File: config.mk
export PLATFORM = sky130hd
export DESIGN_NAME = cam_match_encoder
export DESIGN_NICKNAME = d
export VERILOG_FILES = /design/src/rtl/cam_pkg.sv /design/src/rtl/cam_lsb_encoder.sv /design/src/rtl/cam_match_encoder.sv
export SDC_FILE = /design/constraint.sdc
export NUM_CORES = 1
export LEC_CHECK = 0
export ABC_AREA = 0
export BUFFER_PORTS_ARGS = -buffer_cell sky130_fd_sc_hd__clkbuf_2
export CORE_ASPECT_RATIO = 1.75
export CORE_MARGIN = 4
export CORE_UTILIZATION = 25
export DETAILED_ROUTE_END_ITERATION = 16
export MAX_ROUTING_LAYER = met4
export SLEW_MARGIN = 5
export SYNTH_ARGS = -nofsm -noshare
export SYNTH_HDL_FRONTEND = slang
export SYNTH_SLANG_ARGS = --single-unit
export TNS_END_PERCENT = 50
File: constraint.sdc
create_clock -name clk -period 2.1 [get_ports clk]
set_clock_uncertainty 0.2 [all_clocks]
set_input_delay 0.21 -clock clk [delete_from_list [all_inputs] [get_ports clk]]
set_output_delay 0.21 -clock clk [all_outputs]
set_load 0.02 [all_outputs]
File: src/rtl/cam_pkg.sv
// Shared definitions for the CAM match encoder: default depth, index width
// derivation and the emitter state encoding.
package cam_pkg;

  localparam int DEFAULT_CAM_DEPTH = 8;

  typedef enum logic {
    IDLE = 1'b0,
    EMIT = 1'b1
  } cam_state_t;

  // A single-row CAM still needs a one-bit index port.
  function automatic int addrWidth(input int depth);
    return (depth > 1) ? $clog2(depth) : 1;
  endfunction

  localparam int DEFAULT_ADDR_W = addrWidth(DEFAULT_CAM_DEPTH);

endpackage

File: src/rtl/cam_lsb_encoder.sv
// Combinational lowest-set-bit encoder: binary index, isolated one-hot mask
// and an exactly-one-bit-set flag for an arbitrary match vector.
module cam_lsb_encoder
  import cam_pkg::*;
#(
  parameter int DEPTH = DEFAULT_CAM_DEPTH,
  parameter int IDX_W = addrWidth(DEPTH)
) (
  input  logic [DEPTH-1:0] i_vector,
  output logic [IDX_W-1:0] o_index,
  output logic [DEPTH-1:0] o_isolate,
  output logic             o_exactlyOne
);

  logic w_found;

  always_comb begin
    o_index = '0;
    w_found = 1'b0;
    for (int i = 0; i < DEPTH; i++) begin
      if (i_vector[i] && !w_found) begin
        o_index = IDX_W'(i);
        w_found = 1'b1;
      end
    end
  end

  // Two's-complement trick keeps only the lowest set bit.
  assign o_isolate    = i_vector & (~i_vector + DEPTH'(1));
  assign o_exactlyOne = (i_vector != '0) && ((i_vector & (i_vector - DEPTH'(1))) == '0);

endmodule

File: src/rtl/cam_match_encoder.sv
// Captures a decoded CAM match vector and streams the matching row indices
// out in ascending order, one per handshake, with hit count and miss pulse.
module cam_match_encoder
  import cam_pkg::*;
#(
  parameter int  CAM_DEPTH = DEFAULT_CAM_DEPTH,
  localparam int ADDR_W    = addrWidth(CAM_DEPTH)
) (
  input  logic                 clk,
  input  logic                 rst,
  input  logic                 match_valid,
  output logic                 match_ready,
  input  logic [CAM_DEPTH-1:0] decoded_match_address,
  input  logic                 flush,
  output logic                 addr_valid,
  input  logic                 addr_ready,
  output logic [ADDR_W-1:0]    match_addr,
  output logic                 addr_last,
  output logic [ADDR_W:0]      hit_count,
  output logic                 miss,
  output logic                 busy
);

  cam_state_t           r_state;
  logic [CAM_DEPTH-1:0] r_pending;
  logic [ADDR_W:0]      r_hitCount;
  logic                 r_miss;

  logic [ADDR_W-1:0]    w_lowIndex;
  logic [CAM_DEPTH-1:0] w_lowMask;
  logic                 w_exactlyOne;
  logic [ADDR_W:0]      w_popCount;

  cam_lsb_encoder #(
    .DEPTH (CAM_DEPTH),
    .IDX_W (ADDR_W)
  ) u_lsbEncoder (
    .i_vector     (r_pending),
    .o_index      (w_lowIndex),
    .o_isolate    (w_lowMask),
    .o_exactlyOne (w_exactlyOne)
  );

  always_comb begin
    w_popCount = '0;
    for (int i = 0; i < CAM_DEPTH; i++) begin
      w_popCount = w_popCount + (ADDR_W+1)'(decoded_match_address[i]);
    end
  end

  always_ff @(posedge clk or posedge rst) begin
    if (rst) begin
      r_state    <= IDLE;
      r_pending  <= '0;
      r_hitCount <= '0;
      r_miss     <= 1'b0;
    end else begin
      r_miss <= 1'b0;
      case (r_state)
        IDLE: begin
          if (match_valid) begin
            r_pending  <= decoded_match_address;
            r_hitCount <= w_popCount;
            if (decoded_match_address == '0) begin
              r_miss <= 1'b1;
            end else begin
              r_state <= EMIT;
            end
          end
        end
        EMIT: begin
          // An aborted index is dropped even if the consumer took it this cycle.
          if (flush) begin
            r_pending <= '0;
            r_state   <= IDLE;
          end else if (addr_ready) begin
            r_pending <= r_pending & ~w_lowMask;
            if (w_exactlyOne) begin
              r_state <= IDLE;
            end
          end
        end
        default: r_state <= IDLE;
      endcase
    end
  end

  assign match_ready = (r_state == IDLE);
  assign addr_valid  = (r_state == EMIT);
  assign busy        = (r_state == EMIT);
  assign match_addr  = w_lowIndex;
  assign addr_last   = (r_state == EMIT) && w_exactlyOne;
  assign hit_count   = r_hitCount;
  assign miss        = r_miss;

endmodule
* Word-level counts from Yosys, hierarchy flattened
Cells that the tools add are included.
Cells by class: mux-type cells 27, reduce and logical (&&, ||, !) cells 21, bitwise operators 6, eq/ne operators 2, add/subtract/negate cells 9
Operator list (number):
- 8-bit AND | 3
- 8-bit two-way mux | 3
- 4-bit by 1-bit adder with 4-bit output | 4
- 8-bit logical NOT | 2
- 1-bit two-way mux | 16
- 8-bit NOT | 2
- 8-bit one-hot mux with 2 select lines | 1
- 3-bit two-way mux | 4
- 1-bit logical AND | 9
- 8-bit by 1-bit adder with 8-bit output, second input constant | 1
- 8-bit nonzero test | 1
- 8-bit by 1-bit subtractor with 8-bit output, second input constant | 1
- 1-bit logical NOT | 7
- 3-bit by 1-bit adder with 4-bit output | 1
- 2-bit two-way mux | 2
- 2-bit AND reduction | 2
- 2-bit by 1-bit adder with 3-bit output | 1
- 3-bit != test, second input constant | 1
- 1-bit by 1-bit adder with 2-bit output | 1
- 2-bit != test, second input constant | 1
- 1-bit one-hot mux with 2 select lines | 1
- 1-bit NOT | 1
Word-level totals: flip-flop bits (word level) 14

* Longest topological paths before layout
Gate-level depths: netlist of the first run.
word-level depth 22, mapped depth 10, depth with buffers taken out 10

* Modules after synthesis
Synthesis of the first run repeated with hierarchy kept, for this count alone.
Unflattened totals: cell total of the unflattened synthesis 125, area total of the unflattened synthesis 1088.5 um^2
Modules (own cells, without submodules):
- cam_match_encoder | cells each 93, seq. area each 350.3 um^2, times used 1, area an instance 853.3 um^2
- cam_lsb_encoder | cells each 32, seq. area each 0.0 um^2, times used 1, area an instance 235.2 um^2

* Worst setup path after synthesis of the first run
Ideal clock, no wire load.
path type input to register, from input port decoded_match_address[0], to register r_hitCount[2] (netlist: hit_count[2]), library setup time 83 ps, arrival time 2522 ps, cell stages on the path 10, setup slack -704 ps, required time 1817 ps, cell sequence fa_1 inv_1 fa_1 fa_1 inv_1 ha_1 inv_1 fa_1 xor2_1 o21ai_0
On the way: longest elaborated chain between the ends 7
RTL lines:
- from (decl) | RTL line cam_match_encoder.sv:13 | input logic [CAM_DEPTH-1:0] decoded_match_address,
- 1-bit by 1-bit adder with 2-bit output | RTL line cam_match_encoder.sv:47 | w_popCount = w_popCount + (ADDR_W+1)'(decoded_match_address[i]);
- 2-bit by 1-bit adder with 3-bit output | RTL line cam_match_encoder.sv:47
- 3-bit by 1-bit adder with 4-bit output | RTL line cam_match_encoder.sv:47
- 4-bit by 1-bit adder with 4-bit output (4 in series) | RTL line cam_match_encoder.sv:47
- to (signal assigned) | RTL line cam_match_encoder.sv:63 | r_hitCount <= w_popCount;
- to (decl) | RTL line cam_match_encoder.sv:26 | logic [ADDR_W:0] r_hitCount;
Every way passes these cells. A chain may end at the register's enable or synchronous reset.

* Worst setup path after layout of the first run
from input port decoded_match_address[0], to register r_hitCount[1] (netlist: hit_count[1])
Same word-level chain as after synthesis.

==> results.txt, run 1 <==
- Minimum clock period: 2.67 ns
- Synthesis warning total: 0
* GRT Overall Usage: 0.103
- Of the cells placed in the final design, the portion with a size suffix greater than 1 is 0.386.
- Most frequent cell after synthesis: o21ai_0
* Final worst path period share: 1.27
- Measured slew at the worst slew-check pin: 0.528 ns
- Vert. Die Dim: 92.1 um
- Reported max-cap violation count: 0
- Of all nets on the critical path, the largest fanout is 2.
- Estimated wirelength of the detail-placed design: 2.06 mm
- The net count of the finished layout is 175.
- The number of nets in the synthesized netlist is 135.
- The repair_antennas step left the layout with diodes totalling 0.
- CTS built an H-tree with a depth of 1.
- Worst voltage drop across the vdd grid: 0.000741 V
- Initial antenna violation count: 0
- The die covers 5160 um2.
- # port buffers: 24
- Post-synthesis cell type count: 35
- Largest net degree at the start of global routing: 15
* Placeable core region: 3900 um2
- The routed layout has 943 vias.
- With fillers left out, the area of the finished cells amounts to 1400 um2.
- In this run, CTS created clock tree buffers numbering 3.
- Data on the critical path is required at its endpoint by 2.04 ns.
* Run status: finished with violations
- For this run, the register share of the synthesized area comes to 0.347.
* CTS tree: built
* Failing checks: setup timing
- Syn Std Cell Area: 1010 um2
* Die extent in x: 56.0 um
* Gpl congestion: 0.777
- Overflow left after global routing: 0
- Asr flop ratio synth: 1.00
- The share of synthesized area in the top cell type comes to 0.347.
- The worst setup path is captured at a flop.
- The initialized floorplan defines 30 standard-cell rows.
- Once layout is complete, the cells apart from fillers number 201.
* Most used flip-flop cell after synthesis: dfrtp_1
* Kind of critical path: in -> reg
- The worst hold path belongs to the class in -> reg.
- Synthesis inferred 14 register bits.
- The number of global-route vias before repair was 930.
* Initial Util: 0.259
- Post-synth EDFFs: 0
* Number of primary I/O pins: 25
- DRC violation total after the first TritonRoute iteration: 25
* Number of clock sinks: 14
- The commonest cells after synthesis are o21ai_0 (17), inv_1 (16), dfrtp_1 (14), nand2_1 (14), nor2_1 (7).
- First drt pass iteration count: 4
- After detailed routing, the number of vias per cell comes to 4.69.
- The tree is rooted in a clkbuf_8.
- After routing, the total negative slack on setup checks comes to -1.90 ns.
* Main area contributors after synthesis: dfrtp_1 (35%), o21ai_0 (8.4%), fa_1 (7.9%)
* P&R area growth vs syn: 38.4%
- First-pass GRT wire length: 4.06 mm
- Drc violations: 0
- Across all setup checks in the final design, the least slack found is -0.573 ns.
- Number of pins with negative max-slew slack in the final report: 0
* Leak Pwr: 0.686 nW
- Synthesized netlist cell count: 114
* Routed wire length per instance: 12.4 um
- Startpoint type of the worst setup path: input port
- The final-report hold violation count was 0.
* Clock buffer depth: 2
- Max Fclk: 374 MHz
- In this run the power density over the cells is 1520 nW/um2.
- Setup repair after global routing could not meet its margin everywhere.
- Clock-pin slew reported for the worst setup and hold paths after clock tree synthesis: 0.06 ns
- STA puts the critical path data arrival time at 2.61 ns.
- A synthesized cell averages 8.86 um2.
- The detail route stage leaves a number of antenna-violating nets equal to 0.
- For this block, the routed nets add up to 2.49 mm of wire.
- The worst pin sits at a relative slew slack of 0.647.
- Summing all placed instances gives a cell area of 1230 um2.
* Worst-skew pair later-pin latency: 0.25 ns
- The biggest area contributor in the post-synthesis netlist is dfrtp_1.
- Final setup vio count: 6
- Inst Count DP: 193
[report_power, final]
part / internal, mW / switching (mW)
sequential: 0.381 / 0.150
combinational: 0.622 / 0.715
clock: 0.166 / 0.0945
total: 1.17 / 0.959
[cell usage in the layout (no fill, tap or decap), drive strengths merged, types with 2 or more instances in the layout]
cell type,count
nor2,7
nor4,2
fa,4
a22o,2
buf,19
o21ai,17
ha,4
and3,2
dfrtp,14
clkbuf,24
inv,16
a21oi,4
nor3,5
nand2b,2
nand2,14
[state kept, by name, summed over array words and instances, names as in the netlist]
name / count
r_pending: 8
miss: 1
hit_count: 4
addr_valid: 1
[stage by stage]
step                hold WS (ns)  setup WS [ns]  utilization  power, mW
floorplan                 -0.101         -0.703            -       1.31
global placement          0.0563         -0.841        0.315       1.63
detailed placement        0.0596         -0.885        0.315       1.64
CTS                       0.0578         -0.592        0.338       1.95
global route              0.0696         -0.654        0.358       2.31
finish                    0.0567         -0.573        0.358       2.13
[cell families after synthesis]
group                      count (synthesis)  share of synthesized area
xor gates and xnor gates                   2                     0.0174
AOI/OAI and AO/OA                         28                      0.161
adders and majority gates                  9                      0.139
buffers and inverters                     21                      0.114
DFF                                       14                      0.347
and+or+nand+nor                           40                      0.222
[layout make-up]
cell class,instances,area [um2]
Fill cell,445,2510
Timing Repair Buffer,40,265
Tap cell,48,60.1
Multi-Input combinational cell,79,607
Clock buffer,4,55.1
Inverter,16,60.1
Sequential cell,14,350
[critical path, cell delays in order]
cell     delay [ns]
buf_6          0.10
fa_1           0.52
inv_1          0.05
fa_1           0.49
fa_2           0.44
inv_2          0.07
ha_4           0.13
inv_2          0.03
fa_2           0.50
o21ai_1        0.06
[repair_timing]
action / in CTS / in global routing
endpoints found under the hold margin: 14 / 0
gates resized for setup: 8 / 16
pin swaps: 3 / 6
setup buffers: 0 / 3
endpoints found under the setup margin: 6 / 6
hold buffers: 1 / 0
[per-layer routing]
metal	vias up	global-route usage	wire length, um
met1	454	0.0958	913
li1	465	-	-
met3	4	0.0183	92
met4	0	0.0475	41
met5	-	-	0
met2	20	0.197	1440
[final timing paths]
path                           endpoint  cells past startpoint                startpoint  slack (ns)
min                        r_pending[2]                      2  decoded_match_address[2]        0.06
max                        hit_count[1]                     10  decoded_match_address[0]       -0.57
min in group asynchronous  r_pending[0]                      3                       rst        0.32
min reg2reg                hit_count[0]                      2              hit_count[0]        0.29
max reg2reg                  addr_valid                      7              r_pending[2]        0.22
max in group asynchronous  r_pending[1]                      3                       rst        1.02
Power figures use the tool's default switching activity.
==> run 2, diff against run 1 <==
CTS_CLUSTER_DIAMETER = 150   (was default)
clock period = 2.5 ns   (was 2.1 ns; I/O delays follow)
==> run 2 against run 1 <==
Compared with the run above: the run still ends with setup timing left; cell count fell by 4.0%; clock power fell by 14%; sequential cell count is the same; critical path type unchanged; non-clock buffer count shrank 8; via count fell by 5.6%; highest routed layer unchanged; critical endpoint unchanged; die area unchanged.
==> results.txt, run 2 (same netlist as run 1, synthesis figures left out) <==
- Run status: finished with violations
- Failing checks: setup timing
- The count of nets left with antenna violations once routing finished came out at 0.
* Diode count: 0
- Worst hold start: decoded_match_address[0]
- Initial antenna violation count: 0
- Clock latency on the worst-skew pair, taken at its later pin, is 0.25 ns.
* Leak Pwr: 0.641 nW
* Crit-path cells: buf_6, fa_1, inv_1, fa_1, fa_1, inv_1, ha_2, inv_2, fa_2, o21ai_1
- Setup violations remaining at the end of the flow were counted as 2.
* Wire length reported by the detailed router: 2.44 mm
- Most common library cell in the layout ignoring fill and taps: clkbuf_2
- For the finished layout, the period the worst path requires is 2.75 ns.
- Critical path data required time: 2.42 ns
- Power per unit of standard cell area: 1210 nW/um2
- Number of rows created at floorplan: 30
- Kind of critical path: in -> reg
* Data arrival at the endpoint of the critical path: 2.67 ns
- From synthesis to final layout, the design area changed by 27.5%.
- Overflow left after global routing: 0
- 25 I/O pins were placed.
- Gpl congestion: 0.729
- Worst r2r dst: r_pending[5]
- Floorplan die area: 5160 um2
- For this run, design rule violations remaining after detail routing come to 0.
- VDD sags by at most 0.000554 V.
- Initial Util: 0.259
- # fillers: 446
- Measured in cells, the most critical reg-to-reg path has a length of 5.
- Number of pins with negative max-slew slack in the final report: 0
- The HPWL after detailed placement is 1.99 mm.
* Clock root cell: clkbuf_8
- FF-to-FF setup slack: 0.67 ns
- Inst Count DP: 187
* Share of cells above drive strength 1: 0.310
* Final Instance Count excl. Fillers: 193
* DRC violation total after the first TritonRoute iteration: 13
* Cell with the largest stage delay on the worst path: fa_1
- For this block, the via count after detailed routing is 890.
- The total area inside the core boundary comes to 3900 um2.
* Final worst path period share: 1.10
* Register with the highest flop count: r_pending
- Startpoint type of the worst setup path: input port
- Max transition margin: 0.635
* Total clock buffers created by CTS: 3
- Measured slew at the worst slew-check pin: 0.547 ns
* Unrepaired setup endpoints after global routing: yes
* First-pass GRT wire length: 4.15 mm
- Leaving out fill and tap cells, the most frequent cells in the layout are clkbuf_2 (23), inv_1 (15), o21ai_0 (14), nand2_1 (14), dfrtp_1 (13).
- Max Fclk: 363 MHz
- Number of clock sinks: 14
* Reported max-cap violation count: 0
* Worst setup path start: decoded_match_address[0]
* Total count of hold-check failures in the final report: 0
- The longest clock path from root to sink contains 2 buffers.
- TritonCTS built the clock tree.
* Launch point of the worst reg-to-reg path: r_pending[0]
* H-tree levels: 1
- In the post-route analysis, the smallest setup slack over all paths is -0.252 ns.
- For the final routed database, the setup TNS stands at -0.492 ns.
* Max FFs per register: 8
- The largest single stage delay on the critical path is 0.52 ns.
* Crit end category: flop
* Die extent in x: 56.0 um
- Clock-pin slew was measured on the worst setup and hold paths at 0.06 ns.
* DR vias/cell: 4.61
- Final-stage net count: 167
* Hold EP: r_pending[0]
- Dividing the detail-routed wire length by the instance count gives 12.6 um.
* First drt pass iteration count: 4
* Cell depth of the worst min-delay path: 3
- The die is 92.1 um tall.
- Largest net degree at the start of global routing: 15
- Across every metal layer, demand over resource in global routing totals 0.106.
- The number of global-route vias before repair was 914.
- # port buffers: 24
- In this run the worst path has a maximum fanout of 2.
- Worst hold path type: in -> reg
- By instance count, the cell type seen most on the critical path is fa_1.
## run 2: cell count changes in the layout (fill, tap and decap cells not counted), sizes merged
cell    change
clkbuf      +3
buf        -11
## run 2: repair_timing
item                       4_1_cts  5_1_grt
hold endpoints to repair        14        0
resized for setup                0       12
buffers inserted                 0        1
hold buffers                     1        0
pin swaps                        0        2
setup endpoints to repair        2        4
## run 2: worst max-delay path by stage
stage               cells past startpoint      endpoint
floorplan                               9  hit_count[1]
global placement                       10  hit_count[1]
detailed placement                     11  hit_count[2]
CTS                                    10  hit_count[1]
global route                           11  hit_count[2]
finish                                 10  hit_count[1]
## run 2: where the power goes
| part | switching (mW) | internal [mW] |
|---|---|---|
| combinational | 0.498 | 0.362 |
| sequential | 0.155 | 0.321 |
| clock | 0.0840 | 0.140 |
| total | 0.737 | 0.822 |
## run 2: final cells by class
cell class / instances / area, um2 / share of cell area
sequential: 14 / 352 / 0.273
clock buffer: 4 / 55.1 / 0.0428
multi-input combinational: 79 / 572 / 0.444
inverter: 16 / 60.1 / 0.0466
tap: 48 / 60.1 / 0.0466
timing repair buffer: 32 / 189 / 0.147
## run 2: routing by layer
| layer | track usage | part of all wire | vias up | routed length [um] |
|---|---|---|---|---|
| met5 | - | 0 | - | 0 |
| met1 | 0.105 | 0.36 | 413 | 882 |
| met3 | 0.0127 | 0.032 | 5 | 77 |
| met4 | 0.0594 | 0.025 | 0 | 62 |
| li1 | - | - | 450 | - |
| met2 | 0.194 | 0.58 | 22 | 1420 |
## run 2: critical path, delay by kind of cell
| family | cells | cell delay [ns] |
|---|---|---|
| buffers and inverters | 4 | 0.26 |
| AOI/OAI and AO/OA | 1 | 0.05 |
| adders and majority gates | 5 | 2.11 |
## run 2: through the flow
| step | worst slack (ns) | hold slack (ns) | instance area [um2] | utilization | total power, mW |
|---|---|---|---|---|---|
| final | -0.252 | 0.0874 | 1290 | 0.330 | 1.56 |
| after global routing | -0.352 | 0.116 | 1290 | 0.330 | 1.70 |
| after CTS | -0.281 | 0.0865 | 1250 | 0.320 | 1.53 |
| after detailed placement | -0.554 | 0.105 | 1180 | 0.303 | 1.29 |
| after global placement | -0.498 | 0.0930 | 1180 | 0.303 | 1.29 |
| after floorplan | -0.344 | -0.0608 | 1010 | - | 1.10 |
==> run 3, diff against run 2 <==
TNS_END_PERCENT = 100   (was 50)
==> run 3 against run 2 <==
Compared with the run above: the run still ends with setup timing left; worst hold slack better by 0.013 ns; via count shrank 1.5%; sequential power increased by 1%; first-iteration DRC count grew 85%; final area shrank 2.0%; global-route usage fell by 0.77 points; worst setup slack worse by 0.0074 ns; maximum frequency down 0.27%; combinational power shrank 5.4%; sequential share of layout area is 0.47 points higher; routed wire length decreased by 1.2%.
==> results.txt, run 3 (same netlist as run 1, synthesis figures left out) <==
- Final core area utilization: 0.323
- Setup violations remaining at the end of the flow were counted as 2.
* FF-to-FF setup slack: 0.64 ns
- Once layout is complete, the cells apart from fillers number 190.
- Counting I/O delays and the setup requirement, the final critical path takes 2.76 ns.
- In this run the post-CTS setup repair buffer count came out at 0.
- Ranked by flip-flop count, first place goes to r_pending.
- Launch point of the worst reg-to-reg path: r_pending[0]
- Worst setup path start: decoded_match_address[0]
- The library cell used most frequently in the layout, excluding fill and tap cells, is clkbuf_2.
- Worst r2r dst: r_pending[5]
- The die is 92.1 um tall.
- Routing usage on met3: 0.00986
- H-tree levels: 1
- Global routing finished with a remaining overflow of 0.
* CTS tree: built
* Drc violations: 0
- Of the cells placed in the final design, the portion with a size suffix greater than 1 is 0.296.
* Worst reg-to-reg path cell count: 5
- Die extent in x: 56.0 um
- Setup repair after global routing could not meet its margin everywhere.
* First drt pass iteration count: 4
- Inst Count DP: 185
* Cell depth of the worst min-delay path: 3
- Final-stage net count: 164
* Data arrival at the endpoint of the critical path: 2.67 ns
- Reported max-cap violation count: 0
* Number of rows created at floorplan: 30
* Failing checks: setup timing
- The flow ran to the end, but the final reports show violations.
- Dividing total power by cell area gives a power density of 1200 nW/um2.
- Most frequent cells in the layout: clkbuf_2 (23), inv_1 (14), o21ai_0 (14), nand2_1 (14), dfrtp_1 (14)
- Fill cells in the final layout number 433.
- Max transition margin: 0.637
- Startpoint type of the worst setup path: input port
- For this configuration, the core starts out at a cell density of 0.259.
- VDD sags by at most 0.000398 V.
- Wire length reported by the detailed router: 2.41 mm
- For the pin with the worst max-slew slack, the measured transition is 0.544 ns.
- Max FFs per register: 8
* Max Fclk: 362 MHz
* Diode count: 0
- Routability-driven placement finished with a final weighted congestion of 0.762.
* Via count of the first global-routing pass: 842
- In this run the remaining antenna-violating nets after routing total 0.
- Of the available clock period, the critical path in the final layout requires 1.10.
* Number of primary I/O pins: 25
- Estimated wirelength of the detail-placed design: 1.94 mm
- Summing all non-filler instances in the final layout gives an area of 1260 um2.
- Detailed-route via count: 877
- DRC violation total after the first TritonRoute iteration: 24
- For met1 alone, demand over resource in global routing was 0.0948.
- Hold EP: r_pending[0]
- After layout, the worst setup slack is -0.259 ns.
- Worst hold path type: in -> reg
* GR Layer Usage met2: 0.191
- Floorplan die area: 5160 um2
- Total count of hold-check failures in the final report: 0
* Leak Pwr: 0.622 nW
- Total clock buffers created by CTS: 3
* Worst-skew pair later-pin latency: 0.24 ns
- Number of clock sinks: 14
- The region available for standard cell placement spans 3900 um2.
- Kind of critical path: in -> reg
* P&R area growth vs syn: 24.9%
- Clock-pin slew reported for the worst setup and hold paths after clock tree synthesis: 0.06 ns
* Worst hold start: decoded_match_address[0]
* # port buffers: 24
* First-pass GRT wire length: 3.91 mm
- At the worst endpoint, the required time is 2.41 ns.
- Initial antenna violation count: 0
* Clock root cell: clkbuf_8
* Layer carrying the most global-route usage: met2
- STA classifies the critical path endpoint as a flop.
- Placement-stage cell area: 1170 um2
- No sink is reached through more buffers than the 2 on the longest clock path.
- After detailed routing, the average wire length per cell comes to 12.7 um.
- In the routed layout, each cell is associated on average with a via count of 4.62.
* Number of pins with negative max-slew slack in the final report: 0
* Largest net degree at the start of global routing: 15
- GRT Overall Usage: 0.0983
- Along the worst path, the maximum fanout reaches 2.
run 3: worst max-delay path: stages:
cell and delay [ns]:
buf_8 0.10, fa_1 0.54, inv_1 0.05, fa_1 0.49
fa_2 0.44, inv_2 0.07, ha_4 0.13, inv_2 0.03
fa_2 0.50, o21ai_1 0.05
run 3: worst max path at each step:
stage          slack, ns           end  depth (start not counted)
3_3_place_gp       -0.50  hit_count[1]                         10
5_1_grt            -0.35  hit_count[2]                         11
3_5_place_dp       -0.55  hit_count[1]                         10
4_1_cts            -0.28  hit_count[1]                         10
6_report           -0.26  hit_count[1]                         10
2_1_floorplan      -0.34  hit_count[1]                          9
run 3: routing by layer:
metal / wire, um / share of wire
met2: 1380 / 0.57
met4: 42 / 0.017
met5: 0 / 0
met1: 915 / 0.38
met3: 69 / 0.029
run 3: cell type report:
type | instances | area [um2] | area share
Inverter | 16 | 60.1 | 0.0476
Sequential cell | 14 | 350 | 0.278
Multi-Input combinational cell | 79 | 566 | 0.448
Tap cell | 48 | 60.1 | 0.0476
Timing Repair Buffer | 29 | 170 | 0.135
Clock buffer | 4 | 55.1 | 0.0437
run 3: power by group:
| group | total (mW) | leakage (nW) | switching, mW | internal (mW) |
|---|---|---|---|---|
| sequential | 0.481 | 0.179 | 0.162 | 0.319 |
| clock | 0.218 | 0.0288 | 0.0786 | 0.139 |
| combinational | 0.813 | 0.414 | 0.472 | 0.341 |
| total | 1.51 | 0.622 | 0.713 | 0.800 |
run 3: metrics by stage:
step	power [mW]	hold slack, ns	setup WS, ns	setup TNS [ns]
floorplan	1.10	-0.0608	-0.343	-0.656
global placement	1.28	0.101	-0.499	-1.25
detailed placement	1.28	0.102	-0.549	-1.44
CTS	1.51	0.0739	-0.285	-0.570
global route	1.64	0.133	-0.352	-0.756
finish	1.51	0.100	-0.259	-0.492
run 3: what timing repair did:
item | in CTS | in global routing
resized for setup | 0 | 10
endpoints found under the hold margin | 14 | 0
setup endpoints to repair | 2 | 4
pin swaps | 0 | 2
hold buffers | 1 | 0
